**src/rtl/attr_regs_pkg.sv**
```systemverilog
// Shared constants and types for the attribute controller CPU-side register front end.
package attr_regs_pkg;

    localparam int unsigned PAL_AW = 4;
    localparam int unsigned IDX_W  = 5;

    localparam logic [IDX_W-1:0] ATTR_MODE = 5'h10;
    localparam logic [IDX_W-1:0] ATTR_OVSC = 5'h11;
    localparam logic [IDX_W-1:0] ATTR_PLEN = 5'h12;
    localparam logic [IDX_W-1:0] ATTR_HPAN = 5'h13;
    localparam logic [IDX_W-1:0] ATTR_CSEL = 5'h14;

    typedef enum logic [1:0] {
        SelArx  = 2'd0,
        SelArdr = 2'd1,
        SelSt01 = 2'd2,
        SelNone = 2'd3
    } io_sel_e;

    typedef enum logic {
        StIdle = 1'b0,
        StAck  = 1'b1
    } attr_state_e;

endpackage

```
**src/rtl/attr_pal_shadow.sv**
```systemverilog
// Shadow copy of the internal palette: one synchronous write port, one combinational read port.
module attr_pal_shadow
    import attr_regs_pkg::*;
#(
    parameter int unsigned NUM_PAL = 16,
    parameter int unsigned PAL_W   = 6
) (
    input  logic              clock_i,
    input  logic              reset_ni,
    input  logic              we_i,
    input  logic [PAL_AW-1:0] waddr_i,
    input  logic [PAL_W-1:0]  wdata_i,
    input  logic [PAL_AW-1:0] raddr_i,
    output logic [PAL_W-1:0]  rdata_o
);

    logic [PAL_W-1:0] mem_q [NUM_PAL];

    always_ff @(posedge clock_i or negedge reset_ni) begin
        if (!reset_ni) begin
            for (int i = 0; i < NUM_PAL; i++) begin
                mem_q[i] <= '0;
            end
        end else if (we_i) begin
            mem_q[waddr_i] <= wdata_i;
        end
    end

    assign rdata_o = mem_q[raddr_i];

endmodule

```
**src/rtl/attr_regs.sv**
```systemverilog
// CPU-side register front end of the VGA attribute controller: 3C0 index/data flip-flop,
// 3C1 readback, 3DA status, palette write strobes and configuration outputs.
module attr_regs
    import attr_regs_pkg::*;
#(
    parameter int unsigned NUM_PAL = 16,
    parameter int unsigned PAL_W   = 6
) (
    input  logic              clock_i,
    input  logic              reset_ni,
    input  logic              io_req_i,
    input  logic              io_we_i,
    input  logic [1:0]        io_sel_i,
    input  logic [7:0]        io_data_i,
    output logic [7:0]        io_data_o,
    output logic              io_ack_o,
    input  logic              hblank_i,
    input  logic              vblank_i,
    output logic              pal_write_o,
    output logic [PAL_AW-1:0] pal_addr_o,
    output logic [PAL_W-1:0]  pal_data_o,
    output logic              textmode_o,
    output logic              monotext_o,
    output logic              linechr_mode_o,
    output logic              textblink_o,
    output logic              splitpanning_o,
    output logic              colour256_o,
    output logic              coloursel4_o,
    output logic [7:0]        overscan_clr_o,
    output logic [3:0]        plane_en_o,
    output logic [1:0]        status_sel_o,
    output logic [3:0]        horiz_pan_o,
    output logic [3:0]        coloursel_o,
    output logic              pas_o
);

    attr_state_e       state_q;
    logic              ack_q;
    logic [7:0]        rdata_q;
    logic              ff_q;
    logic              pas_q;
    logic [IDX_W-1:0]  index_q;
    logic [7:0]        mode_q;
    logic [7:0]        ovsc_q;
    logic [5:0]        plen_q;
    logic [3:0]        hpan_q;
    logic [3:0]        csel_q;
    logic              pal_write_q;
    logic [PAL_AW-1:0] pal_addr_q;
    logic [PAL_W-1:0]  pal_data_q;

    io_sel_e           sel;
    logic              accept;
    logic              pal_we;
    logic [PAL_W-1:0]  shadow_rd;
    logic [7:0]        cfg_rd;
    logic [7:0]        rdata_d;

    assign sel    = io_sel_e'(io_sel_i);
    assign accept = (state_q == StIdle) && io_req_i;
    // Palette data write: flip-flop in data phase, palette index, display not owning the palette
    assign pal_we = accept && io_we_i && (sel == SelArx) && ff_q && !index_q[4] && !pas_q;

    attr_pal_shadow #(
        .NUM_PAL (NUM_PAL),
        .PAL_W   (PAL_W)
    ) u_pal_shadow (
        .clock_i  (clock_i),
        .reset_ni (reset_ni),
        .we_i     (pal_we),
        .waddr_i  (index_q[PAL_AW-1:0]),
        .wdata_i  (io_data_i[PAL_W-1:0]),
        .raddr_i  (index_q[PAL_AW-1:0]),
        .rdata_o  (shadow_rd)
    );

    always_comb begin
        cfg_rd = 8'h00;
        case (index_q)
            ATTR_MODE: cfg_rd = mode_q;
            ATTR_OVSC: cfg_rd = ovsc_q;
            ATTR_PLEN: cfg_rd = {2'b00, plen_q};
            ATTR_HPAN: cfg_rd = {4'h0, hpan_q};
            ATTR_CSEL: cfg_rd = {4'h0, csel_q};
            default:   cfg_rd = 8'h00;
        endcase
    end

    always_comb begin
        rdata_d = 8'h00;
        unique case (sel)
            SelArx:  rdata_d = {2'b00, pas_q, index_q};
            SelArdr: rdata_d = index_q[4] ? cfg_rd : 8'(shadow_rd);
            SelSt01: rdata_d = {4'h0, vblank_i, 2'b00, hblank_i | vblank_i};
            SelNone: rdata_d = 8'h00;
        endcase
    end

    always_ff @(posedge clock_i or negedge reset_ni) begin
        if (!reset_ni) begin
            state_q     <= StIdle;
            ack_q       <= 1'b0;
            rdata_q     <= 8'h00;
            ff_q        <= 1'b0;
            pas_q       <= 1'b0;
            index_q     <= '0;
            mode_q      <= 8'h00;
            ovsc_q      <= 8'h00;
            plen_q      <= 6'h00;
            hpan_q      <= 4'h0;
            csel_q      <= 4'h0;
            pal_write_q <= 1'b0;
            pal_addr_q  <= '0;
            pal_data_q  <= '0;
        end else begin
            unique case (state_q)
                StIdle: begin
                    if (accept) begin
                        state_q <= StAck;
                        ack_q   <= 1'b1;
                        rdata_q <= io_we_i ? 8'h00 : rdata_d;
                        if (io_we_i && (sel == SelArx)) begin
                            if (!ff_q) begin
                                index_q <= io_data_i[IDX_W-1:0];
                                pas_q   <= io_data_i[5];
                                ff_q    <= 1'b1;
                            end else begin
                                ff_q <= 1'b0;
                                if (index_q[4]) begin
                                    case (index_q)
                                        ATTR_MODE: mode_q <= io_data_i;
                                        ATTR_OVSC: ovsc_q <= io_data_i;
                                        ATTR_PLEN: plen_q <= io_data_i[5:0];
                                        ATTR_HPAN: hpan_q <= io_data_i[3:0];
                                        ATTR_CSEL: csel_q <= io_data_i[3:0];
                                        default:   ;
                                    endcase
                                end else if (!pas_q) begin
                                    pal_write_q <= 1'b1;
                                    pal_addr_q  <= index_q[PAL_AW-1:0];
                                    pal_data_q  <= io_data_i[PAL_W-1:0];
                                end
                            end
                        end
                        // Reading status resets the index/data flip-flop
                        if (!io_we_i && (sel == SelSt01)) begin
                            ff_q <= 1'b0;
                        end
                    end
                end
                StAck: begin
                    state_q     <= StIdle;
                    ack_q       <= 1'b0;
                    pal_write_q <= 1'b0;
                end
                default: state_q <= StIdle;
            endcase
        end
    end

    assign io_ack_o       = ack_q;
    assign io_data_o      = rdata_q;
    assign pal_write_o    = pal_write_q;
    assign pal_addr_o     = pal_addr_q;
    assign pal_data_o     = pal_data_q;
    assign textmode_o     = ~mode_q[0];
    assign monotext_o     = mode_q[1];
    assign linechr_mode_o = mode_q[2];
    assign textblink_o    = mode_q[3];
    assign splitpanning_o = mode_q[5];
    assign colour256_o    = mode_q[6];
    assign coloursel4_o   = mode_q[7];
    assign overscan_clr_o = ovsc_q;
    assign plane_en_o     = plen_q[3:0];
    assign status_sel_o   = plen_q[5:4];
    assign horiz_pan_o    = hpan_q;
    assign coloursel_o    = csel_q;
    assign pas_o          = pas_q;

endmodule

```
**config.mk**
```make
export PLATFORM = sky130hd
export DESIGN_NAME = attr_regs
export DESIGN_NICKNAME = d
export VERILOG_FILES = /design/src/rtl/attr_regs_pkg.sv /design/src/rtl/attr_pal_shadow.sv /design/src/rtl/attr_regs.sv
export SDC_FILE = /design/constraint.sdc
export NUM_CORES = 1
export LEC_CHECK = 0
export BUFFER_PORTS_ARGS = -buffer_cell sky130_fd_sc_hd__clkbuf_2
export CAP_MARGIN = 0
export CELL_PAD_IN_SITES_DETAIL_PLACEMENT = 1
export CELL_PAD_IN_SITES_GLOBAL_PLACEMENT = 1
export CORE_MARGIN = 8
export CORE_UTILIZATION = 35
export DETAILED_ROUTE_END_ITERATION = 8
export GPL_ROUTABILITY_DRIVEN = 0
export PLACE_DENSITY_LB_ADDON = 0.1
export SKIP_LAST_GASP = 1
export SLEW_MARGIN = 10
export SYNTH_ARGS = -nofsm -noshare
export SYNTH_HDL_FRONTEND = slang
export SYNTH_HIERARCHICAL = 1
export SYNTH_SLANG_ARGS = --single-unit
```
**constraint.sdc**
```tcl
create_clock -name clock_i -period 4.23 [get_ports clock_i]
set_input_delay 1.0575 -clock clock_i [delete_from_list [all_inputs] [get_ports clock_i]]
set_output_delay 1.0575 -clock clock_i [all_outputs]
set_load 0.05 [all_outputs]
```
==> results of run 1 <==
## power by group
group / leakage [nW] / internal, mW / switching [mW] / total, mW
combinational: 1.58 / 0.361 / 0.587 / 0.948
clock: 0.278 / 0.940 / 0.602 / 1.54
sequential: 2.11 / 1.62 / 0.199 / 1.82
## flip-flops by register name, summed over array words and instances, names as in the netlist
signal	flops
io_ack_o	1
pal_addr_o	4
pal_data_o	6
io_data_o	8
horiz_pan_o	4
index_q	5
ff_q	1
pas_o	1
state_q	1
plen_q	6
overscan_clr_o	8
u_pal_shadow/mem_q	96
pal_write_o	1
mode_q	8
coloursel_o	4
## per-layer routing
layer  part of all wire  global-route usage  routed length, um
met3              0.036              0.0287                677
met2               0.49               0.261               9140
met1               0.47               0.207               8740
met5                  0                   0                  0
met4              0.013              0.0454                236
## through the flow
step	util	area [um2]	hold slack (ps)	instances
floorplan	-	7060	420	496
global placement	0.383	7680	454	812
detailed placement	0.383	7680	456	812
CTS	0.413	8280	456	843
global route	0.413	8280	486	843
finish	0.413	8280	455	843
## worst paths after layout
| check | start | end | slack (ps) |
|---|---|---|---|
| hold reg to reg | state_q$_DFF_PN0_ | io_ack_o$_DFFE_PN0P_ | 450 |
| hold / removal | state_q$_DFF_PN0_ | io_ack_o$_DFFE_PN0P_ | 450 |
| setup / recovery | io_sel_i[1] | u_pal_shadow/mem_q[78]$_DFFE_PN0P_ | 1030 |
| max in group asynchronous | reset_ni | u_pal_shadow/mem_q[23]$_DFFE_PN0P_ | 2680 |
| setup reg to reg | state_q$_DFF_PN0_ | u_pal_shadow/mem_q[78]$_DFFE_PN0P_ | 1330 |
| min in group asynchronous | reset_ni | pal_addr_o[0]$_DFFE_PN0P_ | 670 |
## cell usage after synthesis (2+ instances only)
| cell | n | area, um2 |
|---|---|---|
| inv_1 | 6 | 22.5 |
| nand2b_1 | 4 | 25.0 |
| nand4_1 | 4 | 25.0 |
| nand2_1 | 13 | 48.8 |
| a22oi_1 | 14 | 105 |
| mux2i_1 | 8 | 80.1 |
| nor2_1 | 19 | 71.3 |
| clkbuf_1 | 18 | 67.6 |
| nand3b_1 | 5 | 37.5 |
| dfrtp_1 | 154 | 3850 |
| a221oi_1 | 2 | 17.5 |
| buf_1 | 2 | 7.51 |
| or3_1 | 2 | 12.5 |
| o21ai_0 | 11 | 55.1 |
| nor3_1 | 6 | 30.0 |
| nor2b_1 | 2 | 12.5 |
| a21oi_1 | 10 | 50.1 |
| o31ai_1 | 3 | 22.5 |
| and2_1 | 2 | 12.5 |
| mux4_2 | 24 | 541 |
| mux2_2 | 146 | 1640 |
| and3_1 | 6 | 37.5 |
| buf_2 | 6 | 30.0 |
| nor3_2 | 4 | 40.0 |
| nand3_1 | 6 | 30.0 |
| o22ai_1 | 2 | 12.5 |
## final cells by class
class / count / area (um2) / area share
clock inverters: 11 / 148 / 0.0178
multi-input cells: 306 / 3050 / 0.368
flip-flops and latches: 154 / 3850 / 0.466
clock buffers: 20 / 447 / 0.0540
repair buffers: 75 / 419 / 0.0506
inverters: 7 / 26.3 / 0.00317
well taps: 270 / 338 / 0.0408
## logic make-up after synthesis
| family | Yosys count |
|---|---|
| multiplexers | 178 |
| flip-flops | 154 |
| AND/OR/NAND/NOR | 82 |
| AO/OA/AOI/OAI | 46 |
| buffers and inverters | 36 |
==> flow_metrics.py, run 1 <==
metrics = {
    "cts": {
        "ctsHoldBuffers": 0,
        "cts_tree": "yes",
        "cts.clk_slew.worst_paths_ps": 60,
        "cts_root_buf": "clkbuf_16",
        "htree_levels": 4,
        "clock_latency_ps": 420,
        "cts_max_path_buffers": 2,
        "cts_resized": 0,
        "clkSinkCount": 154,
        "numCtsBuffers": 17,
        "cts_setup_buffers": 0,
    },
    "critical_path": {
        "cpPeakStageDelay_ps": 590,
        "critical_path_buf_inv_count": 2,
        "worstPathRequired_ps": 4520,
        "crit_chain": "clkbuf_2 > nor2_1 > nand4_1 > or3_4 > inv_1 > nand2_1 > nor4_2 > mux2_2",
        "rr_worst_depth": 8,
        "cp_top_family": "simple AND/OR/NAND/NOR gates",
        "end_kind": "register",
        "cp_num_cells": 8,
        "start_kind": "input port",
        "worstPathArrival_ps": 3490,
        "crit_type": "in -> reg",
        "worstPathMaxFanout": 12,
        "critical-path-slowest-cell": "nor4_2",
    },
    "yosys": {
        "synth_area_um2": 7060,
        "synth_cells": 496,
        "yosys_warnings": 6,
        "muxShareOfSynthArea": 0.321,
        "synth_compound_area_frac": 0.0419,
        "synthArstFlopShare": 1.00,
        "synth_xor_area_frac": 0,
        "synth-simple-area-share": 0.0690,
        "synthFlopType": "dfrtp_1",
        "synthesis.nets": 512,
        "synth-edff-count": 0,
        "yosysSeqAreaShare": 0.546,
        "synthAdderAreaFrac": 0,
        "synth_seq_cells": 154,
        "synth_top_family_by_area": "multiplexers",
        "synth.distinct_cells": 43,
        "post_synth.cell_area_avg_um2": 14.2,
    },
    "finish": {
        "final_common_cell": "dfrtp_1",
        "nets": 577,
        "num_antenna_cells": 0,
        "syn2layout_area_growth_pct": 17.3,
        "fill_cells": 2103,
        "final_layout_size_suffix_gt1_frac": 0.499,
        "mostFrequentLayoutCells": "153 x dfrtp_1, 146 x mux2_2, 64 x clkbuf_2",
    },
    "global_routing": {
        "grt_pass1_vias": 4972,
        "grt_pass1_wl_um": 29600,
        "grt_max_degree": 80,
        "antenna_found_initial": 0,
        "grt_usage": 0.157,
        "grt-ovfl-total": 0,
    },
    "die": {
        "start_util": 0.352,
        "core_region_area_um2": 20000,
        "dieArea_um2": 25000,
        "fp.dieW_um": 158,
        "die_y_um": 158,
        "rows": 52,
        "pin_count": 66,
    },
    "drt": {
        "via_count": 4392,
        "ant_nets": 0,
        "viasPerCell": 5.21,
        "routed_wl_um": 18800,
        "drt_iter0_drc": 157,
        "dr.pass1.iters": 4,
        "routedWlPerCell_um": 22.3,
        "drc": 0,
    },
    "pwr": {
        "vdd_drop_max_mv": 0.304,
        "powerDensity_nw_per_um2": 521,
        "p_leak_nw": 3.96,
        "total_power_mw": 4.31,
    },
    "place": {
        "pre_cts_slack_ps": 615,
        "io_buffers": 65,
        "place.detailed.hpwl_um": 12600,
    },
    "sta": {
        "report.final.slew_viol_count": 0,
        "post-route-period-util": 0.757,
        "slew_headroom": 0.317,
        "setup_slack_ps": 1030,
        "fmaxAchievable_mhz": 312,
        "worstMarginPinSlew_ps": 1020,
        "clock_skew_ps": 9.59,
        "rsz0062_at_grt": "no",
        "finalHoldViolations": 0,
        "setup_tns_ps": 0,
        "finalCriticalPeriod_ps": 3200,
        "setup_viol": 0,
    },
    "min_path": {
        "hold_path_class": "reg -> reg",
        "hold_depth": 1,
    },
    "job": {
        "cap_violations": 0,
    },
    "run_status": {
        "status": "completed",
    },
}
(Power assumes the default switching activity.)
==> inputs of run 2 (changes only) <==
- clock period: 4.23 -> 3.2 ns (I/O delays scaled with it)
==> run 2 against run 1 <==
Against the previous run: clock skew barely moved; flip-flop and latch count stayed put; die area is the same; cell area up 1.7%; first-iteration DRC count is 9.6% lower; register-to-register slack got worse by 620 ps; via count rose by 2.6%; combinational power up 36%; clock power grew 34%; cell count grew 1.8%; hold slack worse by 120 ps; critical endpoint is now u_pal_shadow/mem_q[90]$_DFFE_PN0P_; largest cell class unchanged.
==> flow_metrics.py, run 2 (synthesized netlist as in run 1, its figures left out) <==
metrics = {
    "critical_path": {
        "critical_path_buf_inv_count": 2,
        "timing.rr.end": "io_data_o[0]$_DFFE_PN0P_",
        "crit_chain": "clkbuf_2 > nor2_1 > nand4_1 > or3_4 > inv_1 > nand2b_1 > or4_1 > mux2_2",
        "cpPeakStageDelay_ps": 570,
        "r2r_slack_ps": 710,
        "worstPathArrival_ps": 2880,
        "cp_num_cells": 8,
        "rr_worst_depth": 6,
        "critical-path-slowest-cell": "or4_1",
        "worstPathMaxFanout": 8,
        "worstPathRequired_ps": 3500,
        "r2r-start": "index_q[0]$_DFFE_PN0P_",
        "cp_top_family": "simple AND/OR/NAND/NOR gates",
        "end_kind": "register",
        "start_kind": "input port",
        "cp-endpoint": "u_pal_shadow/mem_q[90]$_DFFE_PN0P_",
        "cp-startpoint": "io_sel_i[1]",
        "crit_type": "in -> reg",
    },
    "cts": {
        "cts_max_path_buffers": 2,
        "ctsHoldBuffers": 0,
        "htree_levels": 4,
        "clock_latency_ps": 430,
        "cts_resized": 0,
        "cts.clk_slew.worst_paths_ps": 60,
        "numCtsBuffers": 17,
        "cts_root_buf": "clkbuf_16",
        "cts_setup_buffers": 0,
        "clkSinkCount": 154,
        "cts_tree": "yes",
    },
    "sta": {
        "setup_tns_ps": 0,
        "finalCriticalPeriod_ps": 2580,
        "worstMarginPinSlew_ps": 820,
        "report.final.slew_viol_count": 0,
        "finalHoldViolations": 0,
        "post-route-period-util": 0.805,
        "clock_skew_ps": 9.50,
        "rsz0062_at_grt": "no",
        "setup_viol": 0,
        "slew_headroom": 0.453,
        "fmaxAchievable_mhz": 388,
    },
    "finish": {
        "mostFrequentLayoutCells": "153 x dfrtp_1, 146 x mux2_2, 64 x clkbuf_2",
        "num_antenna_cells": 0,
        "final_common_cell": "dfrtp_1",
        "syn2layout_area_growth_pct": 19.4,
        "nets": 591,
        "largest_register_ffs": 96,
        "final_layout_size_suffix_gt1_frac": 0.510,
        "largest-register": "u_pal_shadow/mem_q",
    },
    "pwr": {
        "p_leak_nw": 4.06,
        "switching_power_mw": 1.85,
        "total_power_mw": 5.76,
        "vdd_drop_max_mv": 0.357,
        "p_int_mw": 3.92,
        "p_comb_frac": 0.225,
        "netSwitchingFraction": 0.320,
        "p_clk_frac": 0.359,
        "pwr-share-seq": 0.417,
        "powerDensity_nw_per_um2": 684,
    },
    "die": {
        "core_region_area_um2": 20000,
        "start_util": 0.352,
        "pin_count": 66,
        "fp.dieW_um": 158,
        "die_y_um": 158,
        "dieArea_um2": 25000,
        "rows": 52,
    },
    "place": {
        "io_buffers": 65,
        "place.detailed.hpwl_um": 12600,
    },
    "min_path": {
        "hold_path_class": "in -> async",
    },
    "job": {
        "cap_violations": 0,
    },
    "drt": {
        "via_count": 4508,
        "viasPerCell": 5.25,
        "ant_nets": 0,
        "dr.pass1.iters": 4,
        "routedWlPerCell_um": 21.5,
        "routed_wl_um": 18500,
        "drt_iter0_drc": 142,
        "drc": 0,
    },
    "global_routing": {
        "grt_pass1_vias": 5028,
        "grt_pass1_wl_um": 29400,
        "grt-ovfl-total": 0,
        "antenna_found_initial": 0,
        "grt_max_degree": 56,
        "grt_usage": 0.158,
    },
    "run_status": {
        "status": "completed",
    },
}
## run 2: through the flow
step / utilization / instances / instance area, um2 / hold slack (ps) / setup WS [ps]
6_report: 0.420 / 858 / 8420 / 340 / 624
5_1_grt: 0.420 / 858 / 8420 / 364 / 456
4_1_cts: 0.420 / 858 / 8420 / 353 / 645
3_5_place_dp: 0.390 / 826 / 7820 / 437 / 234
3_3_place_gp: 0.390 / 826 / 7820 / 440 / 257
2_1_floorplan: - / 496 / 7060 / 420 / 279
## run 2: worst register-to-register path: stages (launching register included)
cell and delay [ps]:
dfrtp_2 840, buf_4 330, mux4_2 550, a22oi_1 210, nand2_1 130, o22ai_1 210, o21ai_0 100
## run 2: how the worst min path moves through the flow
stage	endpoint	slack [ps]
5_1_grt	pal_data_o[1]$_DFFE_PN0P_	360
6_report	pal_addr_o[0]$_DFFE_PN0P_	340
3_3_place_gp	io_ack_o$_DFFE_PN0P_	440
2_1_floorplan	io_ack_o$_DFFE_PN0P_	420
3_5_place_dp	io_ack_o$_DFFE_PN0P_	440
4_1_cts	pal_addr_o[0]$_DFFE_PN0P_	350
## run 2: routing by layer
layer / share of wire / global-route usage / vias to the layer above
met1: 0.45 / 0.202 / 2400
met5: 0 / 0 / -
met2: 0.49 / 0.259 / 79
li1: - / - / 2003
met4: 0.021 / 0.0633 / 0
met3: 0.041 / 0.0330 / 26
## run 2: final cells by class
cell class,count,area [um2]
multi-input cells,306,3050
inverters,7,26.3
flip-flops and latches,154,3850
clock inverters,10,143
well taps,270,338
clock buffers,22,464
repair buffers,89,549
fillers,2115,11600
## run 2: power groups by stage
stage | sequential, mW | clock (mW) | combinational [mW]
final | 2.40 | 2.07 | 1.29
after global routing | 2.44 | 2.19 | 1.38
after floorplan | 2.56 | 0 | 0.717
after global placement | 2.43 | 0 | 1.29
after CTS | 2.41 | 2.12 | 1.31
after detailed placement | 2.44 | 0 | 1.31
